## config.mk

```make
export PLATFORM = sky130hd
export DESIGN_NAME = mmio_timer
export DESIGN_NICKNAME = d
export VERILOG_FILES = /design/src/rtl/mmio_timer_pkg.sv /design/src/rtl/mmio_timer.sv
export SDC_FILE = /design/constraint.sdc
export NUM_CORES = 1
export LEC_CHECK = 0
export CORE_UTILIZATION = 40
export DETAILED_ROUTE_END_ITERATION = 12
export PLACE_DENSITY = 0.79
export SLEW_MARGIN = 20
export SYNTH_ARGS = -nofsm -noshare
export SYNTH_HDL_FRONTEND = slang
export SYNTH_SLANG_ARGS = --single-unit
```

## constraint.sdc

```tcl
create_clock -name clk -period 3.3 [get_ports clk]
set_clock_uncertainty 0.1 [all_clocks]
set_input_delay 0.66 -clock clk [delete_from_list [all_inputs] [get_ports clk]]
set_output_delay 0.66 -clock clk [all_outputs]
set_load 0.02 [all_outputs]
```

## src/rtl/mmio_timer_pkg.sv

```systemverilog
// Shared constants for mmio_timer: register offsets, CTRL bit positions,
// mode codes and FSM state encodings.
package mmio_timer_pkg;

  localparam logic [1:0] OFF_CTRL   = 2'b00;
  localparam logic [1:0] OFF_PRESET = 2'b01;
  localparam logic [1:0] OFF_COUNT  = 2'b10;

  localparam int CTRL_EN_BIT   = 0;
  localparam int CTRL_MODE_LSB = 1;
  localparam int CTRL_MODE_MSB = 2;
  localparam int CTRL_IM_BIT   = 3;

  localparam logic [1:0] MODE_ONESHOT    = 2'b00;
  localparam logic [1:0] MODE_AUTORELOAD = 2'b01;

  localparam logic [3:0] BYTEEN_FULL = 4'b1111;

  typedef enum logic [1:0] {
    ST_IDLE = 2'b00,
    ST_LOAD = 2'b01,
    ST_CNT  = 2'b10,
    ST_INT  = 2'b11
  } timer_state_e;

endpackage

```

## src/rtl/mmio_timer.sv

```systemverilog
// Memory-mapped countdown timer with CTRL/PRESET/COUNT registers and an IRQ.
// Optional feature macro: TIMER_AUTORELOAD_EN enables MODE=01 auto-reload.
module mmio_timer
  import mmio_timer_pkg::*;
(
  input  logic        clk,
  input  logic        reset_n,
  input  logic        sel,
  input  logic [31:0] addr,
  input  logic [3:0]  byteen,
  input  logic [31:0] wdata,
  output logic [31:0] rdata,
  output logic        irq
);

  logic [3:0]   ctrl_r;
  logic [31:0]  preset_r;
  logic [31:0]  count_r;
  timer_state_e state_r;
  logic         irq_flag_r;
  logic         irq_r;

  logic [3:0]   ctrl_nxt_s;
  logic [31:0]  preset_nxt_s;
  logic [31:0]  count_nxt_s;
  timer_state_e state_nxt_s;
  logic         irq_flag_nxt_s;

  logic [1:0]   off_s;
  logic         wr_s;
  logic         reg_wr_s;
  logic         en_s;
  logic         reload_s;
  logic         unused_addr_s;

  assign off_s         = addr[3:2];
  assign wr_s          = sel && (byteen == BYTEEN_FULL);
  assign reg_wr_s      = wr_s && ((off_s == OFF_CTRL) || (off_s == OFF_PRESET));
  assign en_s          = ctrl_r[CTRL_EN_BIT];
  assign unused_addr_s = ^{addr[31:4], addr[1:0]};

  // MODE=01 reloads only when the feature is built in; other codes act as one-shot
`ifdef TIMER_AUTORELOAD_EN
  assign reload_s = (ctrl_r[CTRL_MODE_MSB:CTRL_MODE_LSB] == MODE_AUTORELOAD);
`else
  assign reload_s = 1'b0;
`endif

  // Next-state logic: a CTRL/PRESET bus write overrides the FSM step entirely
  always_comb begin
    ctrl_nxt_s     = ctrl_r;
    preset_nxt_s   = preset_r;
    count_nxt_s    = count_r;
    state_nxt_s    = state_r;
    irq_flag_nxt_s = irq_flag_r;
    if (reg_wr_s) begin
      if (off_s == OFF_CTRL) begin
`ifdef TIMER_AUTORELOAD_EN
        ctrl_nxt_s = wdata[3:0];
`else
        ctrl_nxt_s = {wdata[CTRL_IM_BIT], MODE_ONESHOT, wdata[CTRL_EN_BIT]};
`endif
      end else begin
        preset_nxt_s = wdata;
      end
      irq_flag_nxt_s = 1'b0;
      state_nxt_s    = ST_IDLE;
    end else begin
      case (state_r)
        ST_IDLE: begin
          if (en_s) begin
            state_nxt_s = ST_LOAD;
          end else begin
            state_nxt_s = ST_IDLE;
          end
        end
        ST_LOAD: begin
          count_nxt_s = preset_r;
          state_nxt_s = ST_CNT;
        end
        ST_CNT: begin
          if (!en_s) begin
            state_nxt_s = ST_IDLE;
          end else if (count_r > 32'd1) begin
            count_nxt_s = count_r - 32'd1;
          end else begin
            // Covers COUNT==0 too, so the counter never wraps below zero
            count_nxt_s    = 32'd0;
            irq_flag_nxt_s = 1'b1;
            state_nxt_s    = ST_INT;
          end
        end
        ST_INT: begin
          if (reload_s) begin
            irq_flag_nxt_s = 1'b0;
          end else begin
            ctrl_nxt_s[CTRL_EN_BIT] = 1'b0;
          end
          state_nxt_s = ST_IDLE;
        end
        default: begin
          state_nxt_s = ST_IDLE;
        end
      endcase
    end
  end

  // State registers; irq is registered from the next flag/mask values
  always_ff @(posedge clk or negedge reset_n) begin
    if (!reset_n) begin
      ctrl_r     <= 4'd0;
      preset_r   <= 32'd0;
      count_r    <= 32'd0;
      state_r    <= ST_IDLE;
      irq_flag_r <= 1'b0;
      irq_r      <= 1'b0;
    end else begin
      ctrl_r     <= ctrl_nxt_s;
      preset_r   <= preset_nxt_s;
      count_r    <= count_nxt_s;
      state_r    <= state_nxt_s;
      irq_flag_r <= irq_flag_nxt_s;
      irq_r      <= irq_flag_nxt_s & ctrl_nxt_s[CTRL_IM_BIT];
    end
  end

  // Combinational read mux; deselected or unmapped reads return zero
  always_comb begin
    rdata = 32'd0;
    if (sel) begin
      case (off_s)
        OFF_CTRL:   rdata = {28'd0, ctrl_r};
        OFF_PRESET: rdata = preset_r;
        OFF_COUNT:  rdata = count_r;
        default:    rdata = 32'd0;
      endcase
    end else begin
      rdata = 32'd0;
    end
  end

  assign irq = irq_r;

endmodule
```

* Word level (Yosys, flattened, before mapping)
Cells that the tools add are included.
** Word-level totals
- Register bits :: 70
- Input bits :: 71
- Output and inout port bits :: 33
- Word-level logic and storage cells :: 49
** Cells by class
- Add/subtract/negate cells :: 1
- Magnitude comparators :: 1
- Eq/ne operators :: 9
- Mux-type cells :: 18
- Bitwise operators :: 3
- Reduce and logical (&&, ||, !) cells :: 10
** Operator list (number)
- 2-to-1 mux 32 bit :: 3
- one-hot mux 32 bit (3 select lines) :: 1
- one-hot mux 32 bit (2 select lines) :: 1
- > comparator 32 x 1 -> 1 bit (second input constant) :: 1
- subtractor 32 x 1 -> 32 bit (second input constant) :: 1
- one-hot mux 2 bit (4 select lines) :: 1
- 2-to-1 mux 1 bit :: 7
- equality test 2 bit (second input constant) :: 3
- 2-to-1 mux 2 bit :: 3
- equality test 2 x 1 -> 1 bit (second input constant) :: 2
- equality test 4 bit (second input constant) :: 1
- logical NOT 2 bit :: 2
- 2-to-1 mux 4 bit :: 1
- inequality test 4 bit (second input constant) :: 1
- AND reduction 2 bit :: 2
- nonzero test 2 bit :: 2
- 2-to-1 mux 3 bit :: 1
- AND reduction 3 bit :: 1
- logical AND 1 bit :: 2
- inequality test 2 x 1 -> 1 bit (second input constant) :: 1
- inequality test 2 bit (second input constant) :: 1
- inverter 1 bit :: 2
- AND 1 bit :: 1
- logical OR 1 bit :: 1

* Logic depth before layout (Yosys ltp)
Gate-level depths: netlist of run 1.
- Word-level depth :: 6
- Depth in mapped cells :: 9

* Least setup slack after synthesis of run 1
OpenSTA, ideal clock, no wires.
- Path kind :: register -> register
- Start point :: register count_r[2]
- End point :: register count_r[29]
- Data arrival time :: 2.476 ns
- Data required time :: 3.099 ns
- Path slack :: 0.624 ns
- Cell stages (with the launch flop) :: 8
- Buffers on the path :: 3
- Cells stage by stage :: dfrtp_1 > buf_6 > or4_4 > buf_6 > or4_4 > buf_6 > or4_4 > o311ai_2
** On the way
- Word-level cells in the longest chain between the ends :: 4
- Elaborated cells on any way between the ends :: 5
** Ends and longest elaborated chain
- from (decl) :: line mmio_timer.sv:18 : logic [31:0] count_r;
- from (signal assigned) :: line mmio_timer.sv:120 : count_r <= count_nxt_s;
- subtractor 32 x 1 -> 32 bit / > comparator 32 x 1 -> 1 bit (equally long branches) :: line mmio_timer.sv:85, mmio_timer.sv:84
- 2-to-1 mux 32 bit * :: line mmio_timer.sv:84 : end else if (count_r > 32'd1) begin
- 2-to-1 mux 32 bit * :: line mmio_timer.sv:82 : if (!en_s) begin
- one-hot mux 32 bit (2 select lines) * :: line mmio_timer.sv:69 : case (state_r)
Mark *: on every way between the ends. The rest lies on a longest branch, timed or not. The select of a mux whose other input is x is not followed.
A chain may end at the register's enable or synchronous reset.

* Worst setup path after layout of run 1
- Start point :: input addr[3]
- End point :: output rdata[6]
** On the way
- Word-level cells in the longest chain between the ends :: 3
- Elaborated cells on any way between the ends :: 5
** Ends and longest elaborated chain
- from (decl) :: line mmio_timer.sv:9 : input logic [31:0] addr,
- equality test 2 bit, or another cell as far along :: line mmio_timer.sv:131 : case (off_s)
- one-hot mux 32 bit (3 select lines) * :: line mmio_timer.sv:131
- 2-to-1 mux 32 bit * :: line mmio_timer.sv:130 : if (sel) begin
- to (decl) :: line mmio_timer.sv:12 : output logic [31:0] rdata,
Mark *: on every way between the ends. The rest lies on a longest branch, timed or not.

==> results of run 1 <==
## through the flow
step	hold slack [ns]	cells	setup slack (ns)
after CTS	0.110	648	0.00918
after global placement	0.380	632	0.0481
final	0.108	648	0.0718
after global routing	0.129	648	0.00275
after detailed placement	0.391	632	0.0260
after floorplan	0.264	446	0.624
## registers in the layout, indices dropped and copies added, names as in the netlist
register	count
count_r	32
preset_r	32
ctrl_r	2
state_r	2
irq	1
irq_flag_r	1
## synth_stat cells, types with 6 or more instances
| cell | n |
|---|---|
| inv_1 | 9 |
| mux2_2 | 30 |
| or4_1 | 6 |
| and2_1 | 11 |
| o21ai_0 | 27 |
| dfrtp_1 | 70 |
| a22o_1 | 6 |
| nor4_1 | 19 |
| a211o_1 | 7 |
| or3_1 | 11 |
| clkbuf_1 | 30 |
| nor3_1 | 14 |
| nor2b_1 | 33 |
| nor2_1 | 23 |
| a221o_1 | 7 |
| a21oi_1 | 6 |
| nand2_1 | 35 |
| a22oi_1 | 34 |
## area by class of cell
type / count / area (sq um) / share of cell area
Timing Repair Buffer: 89 / 966 / 0.179
Clock inverter: 2 / 13.8 / 0.00255
Sequential cell: 70 / 1750 / 0.325
Multi-Input combinational cell: 328 / 2280 / 0.422
Clock buffer: 14 / 183 / 0.0339
Inverter: 9 / 33.8 / 0.00626
Tap cell: 136 / 170 / 0.0315
## kinds of logic after synthesis
kind of cell	after synthesis	synth area share
buffers and inverters	48	0.0510
DFF	70	0.415
muxes	33	0.0871
and+or+nand+nor	177	0.234
AOI/OAI and AO/OA	113	0.199
adders and majority gates	4	0.0119
xor gates and xnor gates	1	0.00208
## routing by layer
| metal | part of all wire | wire, microns | track usage | vias up |
|---|---|---|---|---|
| li1 | - | - | - | 1788 |
| met1 | 0.44 | 4820 | 0.277 | 1901 |
| met2 | 0.49 | 5370 | 0.353 | 143 |
| met3 | 0.058 | 639 | 0.0443 | 18 |
| met4 | 0.015 | 160 | 0.0624 | 0 |
| met5 | 0 | 0 | 0 | - |
## worst max-delay path by stage
stage	from	end	slack, ns
after global placement	addr[3]	rdata[15]	0.05
after floorplan	count_r[2]$_DFFE_PN0P_	count_r[29]$_DFFE_PN0P_	0.62
after detailed placement	addr[3]	rdata[0]	0.03
after CTS	addr[3]	rdata[0]	0.009
after global routing	addr[3]	rdata[6]	0.003
final	addr[3]	rdata[6]	0.07
## power breakdown
group          switching (mW)  leakage (nW)  total (mW)  internal, mW
registers               0.364         0.902        1.47          1.10
logic                   0.548          1.61        1.09         0.545
clock network           0.325         0.103       0.682         0.356
## critical path, delay by kind of cell
family | cells | cell delay, ns
AOI/OAI and AO/OA | 1 | 0.11
buffers and inverters | 3 | 1.35
and+or+nand+nor | 2 | 0.34
==> results.sh, run 1 <==
export IMPL_hold_buffers=0
export IMPL_rsz0062_at_grt="false"
export IMPL_cts_tree="done"
export IMPL_tns_ns=0
export IMPL_synth_edf_count=0
export IMPL_post_cts_setup_buffers=0
export IMPL_fin_crit_sh=0.978
export IMPL_gp_congestion=0.853
export IMPL_grt_ovfl_total=0
export IMPL_ant_nets=0
export IMPL_clock_fmax_ghz=0.310
export IMPL_clk_pin_slew_worst_paths_ns=0.08
export IMPL_syn_inst=446
export IMPL_cp_common_cell="clkdlybuf4s50_1"
export IMPL_core_area_sq_um=10300
export IMPL_worst_pin_slew_ns=0.577
export IMPL_ioPinCount=104
export IMPL_via_per_inst=5.94
export IMPL_cp_start_kind="primary input"
export IMPL_ff2ff_path_depth=6
export IMPL_total_power_mw=3.24
export IMPL_grt_pass1_wl_microns=18900
export IMPL_wl_per_cell_microns=17.0
export IMPL_cts_max_level=3
export IMPL_antenna_found_initial=0
export IMPL_hold_class="in2async"
export IMPL_wl_microns=11000
export IMPL_yosys_top_cells_area="dfrtp_1, mux2_2, a22oi_1"
export IMPL_grt_total_usage=0.212
export IMPL_worst_ir_drop_vdd_v=0.000246
export IMPL_outcome="complete, no violations"
export IMPL_path_class="in2out"
export IMPL_io_buffer_count=73
export IMPL_required_ns=2.54
export IMPL_period_needed_ns=3.23
export IMPL_r2r_start="count_r[24]$_DFFE_PN0P_"
export IMPL_drt_initial_drc_count=275
export IMPL_dr_pass1_iters=5
export IMPL_cts_resized=0
export IMPL_async_flop_share=1.00
export IMPL_power_leakage_nw=2.61
export IMPL_synth_seq_area_share=0.415
export IMPL_ctsRootBufferMaster="clkbuf_8"
export IMPL_final_common_cell="dfrtp_1"
export IMPL_clkSinkCount=70
export IMPL_cts_path_max_buffers=2
export IMPL_cap_violations=0
export IMPL_yosysWarningCount=0
export IMPL_path_max_fanout=32
export IMPL_drive_gt1_frac=0.148
export IMPL_avgSynthCellArea_sq_um=9.47
export IMPL_cp_cell_sequence="clkdlybuf4s50_1 > nor2b_2 > buf_12 > a22oi_1 > nor2b_1 > clkdlybuf4s50_1"
export IMPL_rrSetupSlack_ns=0.40
export IMPL_p_per_area_nw_per_um2=601
export IMPL_antennaDiodeCount=0
export IMPL_final_area_sq_um=5400
export IMPL_die_area_sq_um=11000
export IMPL_crit_path_end_kind="output pin"
export IMPL_drcViolationCount=0
export IMPL_critical_path_max_stage_delay_ns=0.61
export IMPL_grt_pass1_vias=3880
export IMPL_nets=582
export IMPL_timing_rr_end="count_r[5]$_DFFE_PN0P_"
export IMPL_syn2layout_area_growth_pct=27.8
export IMPL_fillers=928
export IMPL_start_util=0.411
export IMPL_synth_top_area_share=0.415
export IMPL_fp_dieW_microns=105
export IMPL_worstPathArrival_ns=2.47
export IMPL_synth_seq_cells=70
export IMPL_final_cell_mix="dfrtp_1, clkdlybuf4s50_1, nand2_1"
export IMPL_die_h_microns=105
export IMPL_clk_latency_ns=0.34
export IMPL_timing_hold_violations_final=0
export IMPL_synth_cell_types=52
export IMPL_rows=37
export IMPL_synth_top_area_cell="dfrtp_1"
export IMPL_slew_headroom=0.614
export IMPL_synthesis_nets=521
export IMPL_final_core_util=0.525
export IMPL_slew_violations=0
export IMPL_grt_max_degree=38
export IMPL_dpl_hpwl_microns=7420
export IMPL_vias=3850
export IMPL_crit_slowest_cell="clkdlybuf4s50_1"
export IMPL_syn_cell_area_sq_um=4220
export IMPL_placed_area_sq_um=5130
export IMPL_synth_main_ff_cell="dfrtp_1"
export IMPL_cts_made_buffers=9
export IMPL_setup_viol=0
Note: power is estimated with default switching activity, not from simulation.
==> run 2, diff against run 1 <==
clock period = 3.15 ns   (was 3.3 ns; I/O delays follow)
==> run 2 against run 1 <==
- hold slack worse by 0.056 ns
- sequential power up 3%
- global-route usage down 0.061 points
- clock-buffer cell count up 1
- routed wire length up 0.79%
- cell area down 1.9%
- largest cell class unchanged
==> results.sh, run 2 (same netlist as run 1, synthesis figures left out) <==
export IMPL_fin_crit_sh=0.929
export IMPL_clock_fmax_ghz=0.342
export IMPL_die_h_microns=105
export IMPL_grt_pass1_vias=3838
export IMPL_outcome="complete, no violations"
export IMPL_ctsRootBufferMaster="clkbuf_8"
export IMPL_worst_ir_drop_vdd_v=0.000278
export IMPL_final_common_cell="dfrtp_1"
export IMPL_grt_total_usage=0.212
export IMPL_timing_hold_violations_final=0
export IMPL_fin_ws_ns=0.225
export IMPL_path_max_fanout=32
export IMPL_worst_pin_slew_ns=0.647
export IMPL_cap_violations=0
export IMPL_tns_ns=0
export IMPL_largestRegisters="count_r: 32 flops, preset_r: 32 flops"
export IMPL_final_core_util=0.515
export IMPL_finalNonFillerCells=654
export IMPL_clkSinkCount=70
export IMPL_ant_nets=0
export IMPL_worstPathArrival_ns=2.19
export IMPL_drt_initial_drc_count=212
export IMPL_io_buffer_count=73
export IMPL_hold_class="in2async"
export IMPL_antennaDiodeCount=0
export IMPL_grt_pass1_wl_microns=18700
export IMPL_antenna_found_initial=0
export IMPL_ioPinCount=104
export IMPL_fp_dieW_microns=105
export IMPL_critical_path_top_delay_family="buffers and inverters"
export IMPL_clk_latency_ns=0.35
export IMPL_period_needed_ns=2.92
export IMPL_post_place_cells=638
export IMPL_cts_resized=32
export IMPL_critPathBufInv=3
export IMPL_drcViolationCount=0
export IMPL_syn2layout_area_growth_pct=25.5
export IMPL_hold_buffers=0
export IMPL_core_area_sq_um=10300
export IMPL_crit_slowest_cell="clkdlybuf4s50_1"
export IMPL_power_leakage_nw=2.27
export IMPL_drive_gt1_frac=0.151
export IMPL_clk_pin_slew_worst_paths_ns=0.07
export IMPL_preCtsSetupSlack_ns=-0.0635
export IMPL_setup_viol=0
export IMPL_cp_start_kind="primary input"
export IMPL_crit_path_end_kind="output pin"
export IMPL_required_ns=2.42
export IMPL_die_area_sq_um=11000
export IMPL_cts_max_level=3
export IMPL_rsz0062_at_grt="false"
export IMPL_vias=3864
export IMPL_fillers=967
export IMPL_start_util=0.411
export IMPL_p_per_area_nw_per_um2=630
export IMPL_cts_path_max_buffers=2
export IMPL_rows=37
export IMPL_cts_tree="done"
export IMPL_wl_microns=11100
export IMPL_grt_ovfl_total=0
export IMPL_dpl_hpwl_microns=7520
export IMPL_post_cts_setup_buffers=0
export IMPL_cts_made_buffers=9
export IMPL_final_cell_mix="dfrtp_1, clkdlybuf4s50_1, nand2_1"
export IMPL_critical_path_max_stage_delay_ns=0.53
export IMPL_via_per_inst=5.91
export IMPL_grt_max_degree=61
export IMPL_slew_headroom=0.565
export IMPL_wl_per_cell_microns=16.9
export IMPL_path_class="in2out"
export IMPL_slew_violations=0
export IMPL_gp_congestion=0.859
export IMPL_dr_pass1_iters=5
export IMPL_cp_cell_sequence="clkdlybuf4s50_1 > nor2b_2 > buf_12 > nand2_1 > o21ai_0 > and2_1 > dlygate4sd2_1"
export IMPL_nets=588
## run 2: cell count changes in the layout (fill, tap and decap cells not counted), sizes merged
cell	delta
dlymetal6s2s	-28
buf	+6
clkdlybuf4s50	-4
dlygate4sd2	+32
clkinv	-1
clkbuf	+1
## run 2: final timing paths
path / cells past startpoint / slack [ns] / end / from
max: 7 / 0.23 / rdata[0] / addr[3]
min: 1 / 0.05 / preset_r[31]$_DFFE_PN0P_ / reset_n
max reg2reg: 7 / 0.29 / count_r[0]$_DFFE_PN0P_ / count_r[25]$_DFFE_PN0P_
min reg2reg: 1 / 0.42 / count_r[27]$_DFFE_PN0P_ / preset_r[27]$_DFFE_PN0P_
max in group asynchronous: 2 / 2.27 / count_r[19]$_DFFE_PN0P_ / reset_n
min in group clk: 1 / 0.42 / count_r[27]$_DFFE_PN0P_ / preset_r[27]$_DFFE_PN0P_
## run 2: layout make-up
type | instances | area (sq um) | share of cell area
inverter | 9 | 33.8 | 0.00638
sequential | 70 | 1750 | 0.331
clock inverter | 1 | 5.00 | 0.000945
timing repair buffer | 95 | 901 | 0.170
clock buffer | 15 | 156 | 0.0295
multi-input combinational | 328 | 2280 | 0.430
tap | 136 | 170 | 0.0321
## run 2: where the power goes
group	switching (mW)	total [mW]	leakage, nW	internal [mW]
clock network	0.334	0.643	0.0817	0.308
registers	0.359	1.52	0.902	1.16
logic	0.603	1.18	1.28	0.574
total	1.30	3.34	2.27	2.04
## run 2: through the flow
stage	cell area (sq um)	hold WS, ns	power, mW
floorplan	4220	0.234	2.30
global placement	5170	0.377	2.66
detailed placement	5170	0.410	2.71
CTS	5300	0.0438	3.34
global route	5300	0.0605	3.54
finish	5300	0.0519	3.34
## run 2: layer usage
metal / wire length [microns] / track usage / vias to the layer above
li1: - / - / 1798
met1: 4720 / 0.269 / 1903
met2: 5600 / 0.358 / 148
met3: 620 / 0.0424 / 15
met4: 136 / 0.0714 / 0
met5: 0 / 0 / -
==> run 3, diff against run 2 <==
CORE_MARGIN = 8   (was unset)
==> run 3 against run 2 <==
- sequential cell count unchanged
- routed wire length increased by 2.9%
- utilization increased by 0.57 points
- die area increased by 29%
- register-to-register slack got worse by 0.04 ns
- total power increased by 5.2%
- clock power increased by 30%
- largest power group unchanged
==> results.sh, run 3 (same netlist as run 1, synthesis figures left out) <==
export IMPL_outcome="complete, no violations"
export IMPL_crit_path_end_kind="output pin"
export IMPL_dpl_hpwl_microns=7890
export IMPL_clockPowerShare=0.239
export IMPL_drt_initial_drc_count=216
export IMPL_crit_slowest_cell="clkdlybuf4s50_1"
export IMPL_start_util=0.411
export IMPL_placed_area_sq_um=5160
export IMPL_grt_pass1_wl_microns=19600
export IMPL_power_leakage_nw=2.30
export IMPL_cts_max_level=3
export IMPL_die_h_microns=119
export IMPL_ff2ff_path_depth=6
export IMPL_cts_tree="done"
export IMPL_clock_fmax_ghz=0.341
export IMPL_critical_path_top_delay_family="buffers and inverters"
export IMPL_clk_latency_ns=0.36
export IMPL_fin_crit_sh=0.930
export IMPL_clkSinkCount=70
export IMPL_finalNonFillerCells=650
export IMPL_seqPwrFrac=0.434
export IMPL_cp_cell_sequence="clkdlybuf4s50_1 > nor2b_2 > buf_12 > nand2_1 > o21ai_0 > and2_1 > dlygate4sd2_1"
export IMPL_critical_path_max_stage_delay_ns=0.54
export IMPL_grt_total_usage=0.166
export IMPL_via_per_inst=5.81
export IMPL_critPathBufInv=3
export IMPL_fp_dieW_microns=119
export IMPL_r2r_start="count_r[24]$_DFFE_PN0P_"
export IMPL_combPwrFrac=0.327
export IMPL_power_internal_mw=2.23
export IMPL_setup_viol=0
export IMPL_antennaDiodeCount=0
export IMPL_worst_ir_drop_vdd_v=0.000386
export IMPL_p_sw_mw=1.28
export IMPL_hold_class="in2async"
export IMPL_tns_ns=0
export IMPL_wl_per_cell_microns=17.5
export IMPL_rsz0062_at_grt="false"
export IMPL_worstPathArrival_ns=2.20
export IMPL_path_max_fanout=32
export IMPL_gp_congestion=0.877
export IMPL_core_area_sq_um=10300
export IMPL_grt_pass1_vias=3963
export IMPL_final_cell_mix="dfrtp_1, clkdlybuf4s50_1, nand2_1"
export IMPL_final_core_util=0.521
export IMPL_drive_gt1_frac=0.152
export IMPL_wl_microns=11400
export IMPL_cp_start_kind="primary input"
export IMPL_dr_pass1_iters=5
export IMPL_ioPinCount=104
export IMPL_grt_ovfl_total=0
export IMPL_rows=37
export IMPL_clk_pin_slew_worst_paths_ns=0.07
export IMPL_slew_violations=0
export IMPL_cts_path_max_buffers=2
export IMPL_timing_hold_violations_final=0
export IMPL_p_sw_frac=0.365
export IMPL_final_area_sq_um=5360
export IMPL_period_needed_ns=2.93
export IMPL_drcViolationCount=0
export IMPL_antenna_found_initial=0
export IMPL_critical_path_startpoint="addr[3]"
export IMPL_cap_violations=0
export IMPL_cts_made_buffers=9
export IMPL_syn2layout_area_growth_pct=26.9
export IMPL_worst_pin_slew_ns=0.812
export IMPL_largestRegisters="count_r: 32 flops, preset_r: 32 flops"
export IMPL_vias=3778
export IMPL_die_area_sq_um=14100
export IMPL_p_per_area_nw_per_um2=655
export IMPL_ant_nets=0
export IMPL_crit_cells=7
export IMPL_slew_headroom=0.459
export IMPL_io_buffer_count=73
export IMPL_final_common_cell="dfrtp_1"
export IMPL_grt_max_degree=38
export IMPL_post_place_cells=634
export IMPL_required_ns=2.42
export IMPL_nets=584
export IMPL_path_class="in2out"
export IMPL_ctsRootBufferMaster="clkbuf_8"
## run 3: power groups by stage
stage | logic (mW) | registers, mW | clock network [mW]
floorplan | 0.943 | 1.36 | 0
global placement | 1.14 | 1.51 | 0
detailed placement | 1.17 | 1.53 | 0
CTS | 1.15 | 1.51 | 0.864
global route | 1.28 | 1.56 | 0.902
finish | 1.15 | 1.52 | 0.838
## run 3: what timing repair did
action / CTS / global route
setup endpoints to repair: 31 / 1
hold buffers: 0 / 0
gates resized for setup: 31 / 1
buffers inserted: 0 / 0
pin swaps: 0 / 0
## run 3: per-stage QoR
stage	setup slack (ns)	power (mW)	hold slack (ns)
floorplan	0.474	2.30	0.234
global placement	-0.0405	2.65	0.379
global route	0.116	3.75	0.316
finish	0.221	3.51	0.266
CTS	0.00222	3.53	0.276
detailed placement	-0.0577	2.70	0.395
## run 3: routing by layer
metal,global-route usage,up-vias,routed length (microns)
met1,0.202,1843,4820
met3,0.0400,12,739
met4,0.0490,0,131
met2,0.284,131,5700
li1,-,1792,-
met5,0,-,0
## run 3: final cells by class
| class | instances | area, sq um |
|---|---|---|
| sequential | 70 | 1750 |
| clock buffer | 13 | 169 |
| timing repair buffer | 91 | 887 |
| tap | 136 | 170 |
| fill | 948 | 4920 |
| clock inverter | 3 | 65.1 |
| inverter | 9 | 33.8 |
| multi-input combinational | 328 | 2280 |
## run 3: worst register-to-register path: cells and delay by family, from the launching register on
family / cells / cell delay, ns
buffers and inverters: 1 / 0.34
and+or+nand+nor: 2 / 1.06
AOI/OAI and AO/OA: 3 / 0.81
DFF: 1 / 0.46
## run 3: worst paths after layout
path	end	slack [ns]
max	rdata[0]	0.22
min	irq$_DFF_PN0_	0.27
max reg2reg	count_r[22]$_DFFE_PN0P_	0.25
min reg2reg	count_r[27]$_DFFE_PN0P_	0.42
max in group asynchronous	preset_r[22]$_DFFE_PN0P_	1.87
min in group clk	count_r[27]$_DFFE_PN0P_	0.42
